## src/rtl/btn_ctrl_pkg.sv

```systemverilog
// Shared types and sizing helpers for the Pong button input path.
// Used by btn_ctrl and btn_channel (BTN_AUTOREPEAT_EN adds auto-repeat).
package pong_input_pkg;

  typedef enum logic [1:0] {
    IDLE,
    PRESS_Q,
    HELD,
    REL_Q
  } btn_state_e;

  localparam int STABLE_CNT_DEF  = 10;
  localparam int REPEAT_DLY_DEF  = 400;
  localparam int REPEAT_RATE_DEF = 50;

  localparam int CNT_W = $clog2(STABLE_CNT_DEF + 1);
  localparam int RPT_W = $clog2(REPEAT_DLY_DEF + 1);

  function automatic int cnt_width(input int v);
    return $clog2(v + 1);
  endfunction

endpackage

```

## src/rtl/btn_ctrl_if.sv

```systemverilog
// Button bus between the synchronizers/game logic and btn_ctrl.
// master drives the synchronized pins, slave is the controller.
interface btn_ctrl_if #(
  parameter int N = 4
);
  logic [N-1:0] btn_sync;
  logic [N-1:0] btn_level;
  logic [N-1:0] btn_press;
  logic [N-1:0] btn_release;
  logic         sample_tick;

  modport master (
    output btn_sync,
    input  btn_level,
    input  btn_press,
    input  btn_release,
    input  sample_tick
  );

  modport slave (
    input  btn_sync,
    output btn_level,
    output btn_press,
    output btn_release,
    output sample_tick
  );
endinterface

```

## src/rtl/btn_ctrl_channel.sv

```systemverilog
// One button qualification FSM; advances only on sample ticks.
// BTN_AUTOREPEAT_EN adds a repeat counter that re-fires press.
module btn_channel
  import pong_input_pkg::*;
#(
  parameter int STABLE_CNT  = STABLE_CNT_DEF,
  parameter int REPEAT_DLY  = REPEAT_DLY_DEF,
  parameter int REPEAT_RATE = REPEAT_RATE_DEF,
  parameter int CW          = CNT_W,
  parameter int RW          = RPT_W
) (
  input  logic clk,
  input  logic rst,
  input  logic tick_i,
  input  logic in_i,
  output logic level_o,
  output logic press_o,
  output logic release_o
);

  localparam logic [CW-1:0] CNT_MAX = CW'(STABLE_CNT);
  localparam bit ONE_TICK = (STABLE_CNT == 1);

  if (STABLE_CNT < 1 || STABLE_CNT > 255 || CW < 1) begin : g_bad_cnt
    $error("btn_channel: STABLE_CNT out of range");
  end

  // Repeat reload is DLY-RATE, so the rate may not exceed the delay.
  if (RW < 1 || REPEAT_RATE < 1 || REPEAT_RATE > REPEAT_DLY) begin : g_bad_rpt
    $error("btn_channel: bad repeat configuration");
  end

  btn_state_e    st_q;
  logic [CW-1:0] cnt_q;
  logic          level_q;
  logic          press_q;
  logic          release_q;

  logic [CW-1:0] cnt_inc;
  logic          hit;

  assign cnt_inc = cnt_q + CW'(1);
  assign hit     = (cnt_inc == CNT_MAX);

`ifdef BTN_AUTOREPEAT_EN
  localparam logic [RW-1:0] RPT_FIRE = RW'(REPEAT_DLY);
  localparam logic [RW-1:0] RPT_RLD  = RW'(REPEAT_DLY - REPEAT_RATE);

  logic [RW-1:0] rpt_q;
  logic [RW-1:0] rpt_inc;
  logic          leave;

  assign rpt_inc = rpt_q + RW'(1);
  assign leave   = !in_i &&
                   ((st_q == HELD && ONE_TICK) ||
                    (st_q == REL_Q && hit));
`endif

  // Qualification FSM with registered level and one-cycle pulses.
  always_ff @(posedge clk or posedge rst) begin
    if (rst) begin
      st_q      <= IDLE;
      cnt_q     <= '0;
      level_q   <= 1'b0;
      press_q   <= 1'b0;
      release_q <= 1'b0;
`ifdef BTN_AUTOREPEAT_EN
      rpt_q     <= '0;
`endif
    end else begin
      press_q   <= 1'b0;
      release_q <= 1'b0;
      if (tick_i) begin
        unique case (st_q)
          IDLE: begin
            if (in_i) begin
              if (ONE_TICK) begin
                st_q    <= HELD;
                cnt_q   <= '0;
                level_q <= 1'b1;
                press_q <= 1'b1;
              end else begin
                st_q  <= PRESS_Q;
                cnt_q <= CW'(1);
              end
            end
          end
          PRESS_Q: begin
            if (!in_i) begin
              st_q  <= IDLE;
              cnt_q <= '0;
            end else if (hit) begin
              st_q    <= HELD;
              cnt_q   <= '0;
              level_q <= 1'b1;
              press_q <= 1'b1;
            end else begin
              cnt_q <= cnt_inc;
            end
          end
          HELD: begin
            if (!in_i) begin
              if (ONE_TICK) begin
                st_q      <= IDLE;
                cnt_q     <= '0;
                level_q   <= 1'b0;
                release_q <= 1'b1;
              end else begin
                st_q  <= REL_Q;
                cnt_q <= CW'(1);
              end
            end
          end
          REL_Q: begin
            if (in_i) begin
              st_q  <= HELD;
              cnt_q <= '0;
            end else if (hit) begin
              st_q      <= IDLE;
              cnt_q     <= '0;
              level_q   <= 1'b0;
              release_q <= 1'b1;
            end else begin
              cnt_q <= cnt_inc;
            end
          end
          default: begin
            st_q  <= IDLE;
            cnt_q <= '0;
          end
        endcase
`ifdef BTN_AUTOREPEAT_EN
        // Repeat count runs while the level is high; cleared otherwise.
        if ((st_q == HELD || st_q == REL_Q) && !leave) begin
          if (rpt_inc == RPT_FIRE) begin
            press_q <= 1'b1;
            rpt_q   <= RPT_RLD;
          end else begin
            rpt_q <= rpt_inc;
          end
        end else begin
          rpt_q <= '0;
        end
`endif
      end
    end
  end

  assign level_o   = level_q;
  assign press_o   = press_q;
  assign release_o = release_q;

endmodule

```

## src/rtl/btn_ctrl.sv

```systemverilog
// Pong button controller: shared sample prescaler + N channels.
// Define BTN_AUTOREPEAT_EN to enable press auto-repeat.
module btn_ctrl
  import pong_input_pkg::*;
#(
  parameter int N_BTN       = 4,
  parameter int CLK_HZ      = 100_000_000,
  parameter int SAMPLE_HZ   = 1_000,
  parameter int STABLE_CNT  = STABLE_CNT_DEF,
  parameter int REPEAT_DLY  = REPEAT_DLY_DEF,
  parameter int REPEAT_RATE = REPEAT_RATE_DEF
) (
  input logic       clk,
  input logic       rst,
  btn_ctrl_if.slave bus
);

  localparam int DIV = CLK_HZ / SAMPLE_HZ;
  localparam int PW  = (DIV > 1) ? $clog2(DIV) : 1;
  localparam logic [PW-1:0] LAST     = PW'(DIV - 1);
  localparam logic [PW-1:0] PRE_LAST = PW'(DIV - 2);

  if (DIV < 2) begin : g_bad_div
    $error("btn_ctrl: CLK_HZ/SAMPLE_HZ must be at least 2");
  end

  logic [PW-1:0] pre_q;
  logic [PW-1:0] pre_d;
  logic          tick_q;
  logic          tick_d;

  // Tick is registered, so it is computed one count early.
  always_comb begin
    pre_d  = (pre_q == LAST) ? '0 : pre_q + PW'(1);
    tick_d = (pre_q == PRE_LAST);
  end

  // Prescaler and sample strobe.
  always_ff @(posedge clk or posedge rst) begin
    if (rst) begin
      pre_q  <= '0;
      tick_q <= 1'b0;
    end else begin
      pre_q  <= pre_d;
      tick_q <= tick_d;
    end
  end

  logic [N_BTN-1:0] lvl;
  logic [N_BTN-1:0] prs;
  logic [N_BTN-1:0] rel;

  for (genvar i = 0; i < N_BTN; i++) begin : g_ch
    btn_channel #(
      .STABLE_CNT  (STABLE_CNT),
      .REPEAT_DLY  (REPEAT_DLY),
      .REPEAT_RATE (REPEAT_RATE),
      .CW          (cnt_width(STABLE_CNT)),
      .RW          (cnt_width(REPEAT_DLY))
    ) u_ch (
      .clk       (clk),
      .rst       (rst),
      .tick_i    (tick_q),
      .in_i      (bus.btn_sync[i]),
      .level_o   (lvl[i]),
      .press_o   (prs[i]),
      .release_o (rel[i])
    );
  end

  assign bus.btn_level   = lvl;
  assign bus.btn_press   = prs;
  assign bus.btn_release = rel;
  assign bus.sample_tick = tick_q;

endmodule
```

## src/flat_wrapper.sv

```systemverilog
// flat-port wrapper written by rule: the top's interface ports become plain ports
module btn_ctrl_flat import pong_input_pkg::*;
#(
  parameter int N_BTN       = 4,
  parameter int CLK_HZ      = 100_000_000,
  parameter int SAMPLE_HZ   = 1_000,
  parameter int STABLE_CNT  = STABLE_CNT_DEF,
  parameter int REPEAT_DLY  = REPEAT_DLY_DEF,
  parameter int REPEAT_RATE = REPEAT_RATE_DEF
)
  (clk, rst, bus_btn_sync, bus_btn_level, bus_btn_press, bus_btn_release, bus_sample_tick);
  btn_ctrl_if bus_i ();
  input logic clk;
  input logic rst;
  input wire logic [$bits(bus_i.btn_sync)-1:0] bus_btn_sync;
  output wire logic [$bits(bus_i.btn_level)-1:0] bus_btn_level;
  output wire logic [$bits(bus_i.btn_press)-1:0] bus_btn_press;
  output wire logic [$bits(bus_i.btn_release)-1:0] bus_btn_release;
  output wire logic [$bits(bus_i.sample_tick)-1:0] bus_sample_tick;
  assign bus_i.btn_sync = bus_btn_sync;
  assign bus_btn_level = bus_i.btn_level;
  assign bus_btn_press = bus_i.btn_press;
  assign bus_btn_release = bus_i.btn_release;
  assign bus_sample_tick = bus_i.sample_tick;
  btn_ctrl #(.N_BTN(N_BTN), .CLK_HZ(CLK_HZ), .SAMPLE_HZ(SAMPLE_HZ), .STABLE_CNT(STABLE_CNT), .REPEAT_DLY(REPEAT_DLY), .REPEAT_RATE(REPEAT_RATE)) u_core (.clk(clk), .rst(rst), .bus(bus_i));
endmodule
```

## config.mk

```make
export PLATFORM = sky130hd
export DESIGN_NAME = btn_ctrl_flat
export DESIGN_NICKNAME = d
export VERILOG_FILES = /design/src/rtl/btn_ctrl_pkg.sv /design/src/rtl/btn_ctrl_if.sv /design/src/rtl/btn_ctrl_channel.sv /design/src/rtl/btn_ctrl.sv /design/src/flat_wrapper.sv
export SDC_FILE = /design/constraint.sdc
export NUM_CORES = 1
export LEC_CHECK = 0
export CAP_MARGIN = 20
export CORE_ASPECT_RATIO = 1.75
export CORE_MARGIN = 2
export CORE_UTILIZATION = 30
export CTS_BUF_LIST = sky130_fd_sc_hd__clkbuf_8
export CTS_CLUSTER_DIAMETER = 30
export DETAILED_ROUTE_END_ITERATION = 12
export GPL_ROUTABILITY_DRIVEN = 1
export PLACE_DENSITY = 0.42
export SLEW_MARGIN = 10
export SYNTH_ARGS = -nofsm -noshare
export SYNTH_HDL_FRONTEND = slang
export SYNTH_SLANG_ARGS = --single-unit
```

## constraint.sdc

```tcl
create_clock -name clk -period 3.41 [get_ports clk]
set_clock_uncertainty 0.05 [all_clocks]
set_input_delay 0.682 -clock clk [delete_from_list [all_inputs] [get_ports clk]]
set_output_delay 0.682 -clock clk [all_outputs]
set_load 0.01 [all_outputs]
```

Word level (Yosys, flattened, before mapping)
Index checks and enable logic that the tools add are counted.
- $add $sub $neg: 5
- mux-type cells: 101
- reductions and logical operators: 20
- equal/unequal tests: 50
- operators by type and width (operator ; number):
    4-bit two-way mux ; 20
    4-bit one-hot mux with 4 select lines ; 4
    2-bit two-way mux ; 24
    2-bit != test, second input constant ; 24
    1-bit two-way mux ; 44
    17-bit == test, second input constant ; 2
    2-bit one-hot mux with 4 select lines ; 4
    3-bit != test, second input constant ; 8
    6-bit AND reduction ; 4
    5-bit AND reduction ; 4
    17-bit by 1-bit adder with 17-bit output, second input constant ; 1
    17-bit two-way mux ; 1
    4-bit by 1-bit adder with 4-bit output, second input constant ; 4
    2-bit == test, second input constant ; 8
    4-bit == test, second input constant ; 4
    3-bit AND reduction ; 4
    2-bit by 1-bit == test with 1-bit output, second input constant ; 4
    2-bit zero test ; 4
    1-bit one-hot mux with 2 select lines ; 4
    2-bit nonzero test ; 4
- input bits: 6
- logic and storage cells: 198
- output and inout bits: 13
- bits in registers: 54

Longest topological paths before layout
- depth in word-level cells: 6
- mapped depth: 7
- gate-level depth less buffers: 7

By module
From an unflattened synthesis, not the netlist that was laid out.
- cell total of the unflattened synthesis: 294
- area, all modules: 3042.9 um^2
- by module, submodules not included (module ; instances ; sequential area each (um^2) ; area an instance (um^2) ; cells an instance):
    btn_channel ; 4 ; 225.2 ; 548.0 ; 54
    btn_ctrl ; 1 ; 450.4 ; 850.8 ; 78

Worst setup path before layout
OpenSTA, ideal clock, no wires.
- path type: reg2reg
- from: register u_core.pre_q[6]
- to: register u_core.pre_q[15]
- data required time: 3.238 ns
- period minus slack after synthesis: 1.763 ns
- buffers on the path: 1
- setup slack: 1.647 ns
- stages on the path, launching flop included: 7
- library setup time: 0.122 ns
- arrival: 1.591 ns
- cell sequence: dfrtp_1 or4bb_1 nor4_1 and2_1 buf_4 nand3b_1 o21ai_1
- cells in the longest elaborated chain, start to end: 2
- elaborated cells between the ends (all ways): 3
- those cells by class: 1 x add/sub; 1 x eq/ne; 1 x mux
- RTL lines (element ; RTL line ; text):
    start: declaration ; btn_ctrl.sv:27 ; logic [PW-1:0] pre_q;
    start signal: assignment ; btn_ctrl.sv:44 ; pre_q <= pre_d;
    17-bit by 1-bit adder with 17-bit output / 17-bit == test (equally long branches) ; btn_ctrl.sv:34 ; pre_d = (pre_q == LAST) ? '0 : pre_q + PW'(1);
    17-bit two-way mux * ; btn_ctrl.sv:34 ;
    via u_core.pre_d[15] ; btn_ctrl.sv:28 ; logic [PW-1:0] pre_d;
The timed path passes the listed nets; every way through them passes the cells marked *.
A chain may end at the register's enable or synchronous reset.

Worst setup path after layout
- from: register u_core.tick_q, in the netlist u_core.bus.sample_tick
- to: output port bus_sample_tick
- RTL lines (element ; RTL line ; text):
    start: declaration ; btn_ctrl.sv:29 ; logic tick_q;
    start signal: assignment ; btn_ctrl.sv:45 ; tick_q <= tick_d;
    end: declaration ; flat_wrapper.sv:19 ; output wire logic [$bits(bus_i.sample_tick)-1:0] bus_sample_tick;
No word-level cell between the ends.

==> impl.org <==
** Critical path
- Critical path buffer and inverter count :: 1
- In this run the critical register-to-register path is captured at u_core.pre_q[15]$_DFF_PP0_.
- Data on the critical path is required at its endpoint by 2680 ps.
- Critical path endpoint category :: primary output
- The worst register-to-register path has a setup slack of 1370 ps.
- Dominant delay contributor by cell family on the critical path :: buffers and inverters
- For the worst setup path, the data arrival time is 1520 ps.
- Maximum fanout along the worst path :: 10
- The worst setup path is launched from a register.
- Startpoint of the worst setup timing path :: u_core.bus.sample_tick$_DFF_PP0_
- Number of cells on the worst reg-to-reg path :: 5
- By startpoint and endpoint, the worst setup path is classified as reg -> out.
- Traced cell by cell, the critical path runs through clkdlybuf4s50_1.
- Delay of the slowest critical-path stage :: 610 ps
- Launch point of the worst reg-to-reg path :: u_core.pre_q[6]$_DFF_PP0_
- The largest individual stage delay along the critical path comes from the cell sky130_fd_sc_hd__clkdlybuf4s50_1.

** Finish
- Area growth from synthesis to final layout :: 12.1%
- After filler insertion, the fill cell instance count of the layout stands at 940.
- The multi-input combinational cells in the finished layout cover a total of 1320 sq um.
- Area taken by flip-flops and latches :: 1350 sq um
- Leaving out fill and tap cells, the most frequent cell in the layout is sky130_fd_sc_hd__dfrtp_1.
- In the layout the commonest cells are sky130_fd_sc_hd__dfrtp_1, sky130_fd_sc_hd__nand2_1, sky130_fd_sc_hd__nor2_1.
- Fraction of layout instances using a drive strength above 1 :: 0.0425
- # nets final :: 321
- Share of the core filled with cells in the final layout :: 0.342
- 0 antenna diodes ended up in the layout.

** Synthesis
- Register area share after synthesis :: 0.473
- Top-area cell type share of the netlist area :: 0.473
- The synthesized design spends more area on one cell type than any other, namely sky130_fd_sc_hd__dfrtp_1.
- After synthesis the cells add up to 2850 sq um.
- Dominant register cell in the synthesized netlist :: sky130_fd_sc_hd__dfrtp_1
- Counting flops with a built-in enable in the synthesized netlist gives 0.
- Per-instance average area after synthesis :: 9.67 sq um
- Main area contributors after synthesis :: sky130_fd_sc_hd__dfrtp_1, sky130_fd_sc_hd__ha_1, sky130_fd_sc_hd__nand2_1
- Post-Syn Instances :: 295
- Counting flops and latches in the post-synthesis netlist gives 54.
- For this run, the number of Yosys warnings is 0.
- The number of nets handed over by synthesis was 311.
- Number of distinct library cells after synthesis :: 41
- Counting flops with an async set or reset pin after synthesis yields a share of 1.00.

** STA
- RSZ-0062 raised after global routing :: false
- Fmax achieved :: 444 MHz
- The number of failing hold endpoints at the final stage is 0.
- Fin crit share :: 0.660
- For the pin with the worst max-slew slack, the measured transition is 566 ps.
- Summed over all failing endpoints, the final setup total negative slack is 0 ps.
- # setup viols final :: 0
- Headroom to the max-slew limit :: 0.621
- The number of max-slew violations in the final report was 0.
- Final period demand of the worst path :: 2250 ps

** Detailed routing
- The first detailed-routing pass ran for 4 iterations.
- In this run, the number of DRC markers left after iteration 0 of detailed routing was 108.
- For this run, design rule violations remaining after detail routing come to 0.
- For this block, the via count after detailed routing is 2062.
- The final layout contains routed wiring with a total length of 5.92 mm.
- Dividing the detail-routed wire length by the instance count gives 13.8 um.
- Remaining number of nets flagged by the antenna check after routing :: 0
- Via-to-Cell Ratio :: 4.82

** Placement
- RePlAce Congestion :: 0.761
- Port buffering added 18 buffers.
- Detailed placement ended at an HPWL of 4.38 mm.

** Die
- Area enclosed by the die boundary :: 10300 sq um
- Chip height :: 133 um
- After floorplanning, the core was divided into 47 placement rows.
- For this configuration, the core starts out at a cell density of 0.305.
- Overall die width :: 77.7 um
- Core Footprint :: 9350 sq um
- Count of pins on the block boundary :: 19

** Job
- Max-cap check violation count :: 0

** Clock tree
- Worst-path clk slew :: 100 ps
- After clock tree synthesis, the setup repair step added 0 buffers.
- CTS placed an instance of sky130_fd_sc_hd__clkbuf_8 at the clock tree root.
- No sink is reached through more buffers than the 2 on the longest clock path.
- TritonCTS built the clock tree.
- Post-CTS sizing :: 0
- Inserted Clock Buffers :: 5
- Total of hold buffers inserted after clock tree synthesis :: 0
- The clock tree synthesis step divided the H-tree into 2 levels.
- Worst-Skew Late Latency :: 320 ps
- Sink count of the clock tree :: 54

** Global route
- The number of global-route vias before repair is 2140.
- The number of antenna violations at the first check in global routing is 0.
- Pin count of the biggest net entering global routing :: 21
- The first global-routing pass estimated 10.0 mm of wire.
- Summed over all layers, the global routing overflow is 0.
- For this run, the total global-route usage over all layers was measured as 0.123.

** Power and ir drop
- The share of total power dissipated in combinational logic is 0.026.
- Net Sw Frac :: 0.224
- Max IR drop VDD :: 0.154 mV
- For this design the total switching power over the nets is 0.241 mW.
- The share of total power dissipated in sequential elements is 0.594.
- Of the total power, the clock network draws 0.380.
- Cell internal power was estimated by the tool at 0.835 mW.
- Power spread over the standard cell area amounts to 337 nW/um^2.
- The analysis attributes to cell leakage a power of 1.36 nW.
- Summing internal, switching and leakage power gives 1.08 mW.

** Run status
- Status :: completed

** Worst hold path
- The path class of the tightest hold or removal check is reg -> reg.
- For hold timing, the worst endpoint is u_core.pre_q[13]$_DFF_PP0_.
- Counting instances, the worst hold path has a depth of 1.
- In this run the most critical hold path is launched from u_core.pre_q[13]$_DFF_PP0_.
## cells in the mapped netlist, drive strengths merged (6+ instances only)
library cell / count
a21oi: 10
and2: 8
and3: 6
buf: 15
dfrtp: 54
ha: 10
inv: 17
mux2i: 9
nand2: 30
nand3: 15
nand4: 8
nor2: 22
nor3b: 8
o21ai: 23
xnor2: 9
xor2: 11
## flip-flops by register name, indices dropped and copies added, names as in the netlist, named ones only
signal	cells
u_core.g_ch.u_ch.release_o	4
u_core.bus.sample_tick	1
u_core.g_ch.u_ch.level_o	4
u_core.g_ch.u_ch.press_o	4
u_core.g_ch.u_ch.cnt_q	16
u_core.pre_q	17
u_core.g_ch.u_ch.st_q	4
## logic make-up after synthesis
logic type               synth area share
AO/OA/AOI/OAI                       0.115
XOR/XNOR                           0.0614
adder cells (fa/ha/maj)            0.0438
buffers and inverters              0.0631
flip-flops                          0.473
multiplexers                       0.0355
AND/OR/NAND/NOR                     0.207
## layout make-up
cell class	count	area share
clock buffer	7	0.0301
clock inverter	1	0.00274
inverter	17	0.0200
multi-input combinational	206	0.414
sequential	54	0.423
tap	122	0.0477
timing repair buffer	21	0.0634
## how the worst max path moves through the flow
stage	cells past startpoint	endpoint
finish	1	bus_sample_tick
global route	1	bus_sample_tick
CTS	1	bus_sample_tick
detailed placement	4	u_core.g_ch[0].u_ch.cnt_q[2]$_DFFE_PP0P_
global placement	4	u_core.g_ch[0].u_ch.cnt_q[2]$_DFFE_PP0P_
floorplan	1	asynchronous set/reset pin
## through the flow
step / area [sq um] / setup WS [ps] / hold slack, ps / instances
3_5_place_dp: 3090 / 1230 / 441 / 420
3_3_place_gp: 3090 / 1280 / 442 / 420
4_1_cts: 3200 / 1100 / 461 / 428
2_1_floorplan: 2850 / 1360 / 397 / 295
6_report: 3200 / 1160 / 458 / 428
5_1_grt: 3200 / 1060 / 478 / 428
## metal layers
| layer | vias to the layer above | routed length (um) | global-route usage |
|---|---|---|---|
| li1 | 1031 | - | - |
| met1 | 994 | 2360 | 0.130 |
| met2 | 25 | 3240 | 0.226 |
| met3 | 12 | 126 | 0.0198 |
| met4 | 0 | 194 | 0.0675 |
| met5 | - | 0 | 0 |
## power by group through the flow
stage / registers, mW / clock network [mW] / logic [mW]
after global placement: 0.652 / 0 / 0.0294
after floorplan: 0.653 / 0 / 0.0140
after detailed placement: 0.652 / 0 / 0.0296
final: 0.640 / 0.409 / 0.0278
after global routing: 0.640 / 0.462 / 0.0330
after CTS: 0.640 / 0.438 / 0.0296
Power figures use the tool's default switching activity.
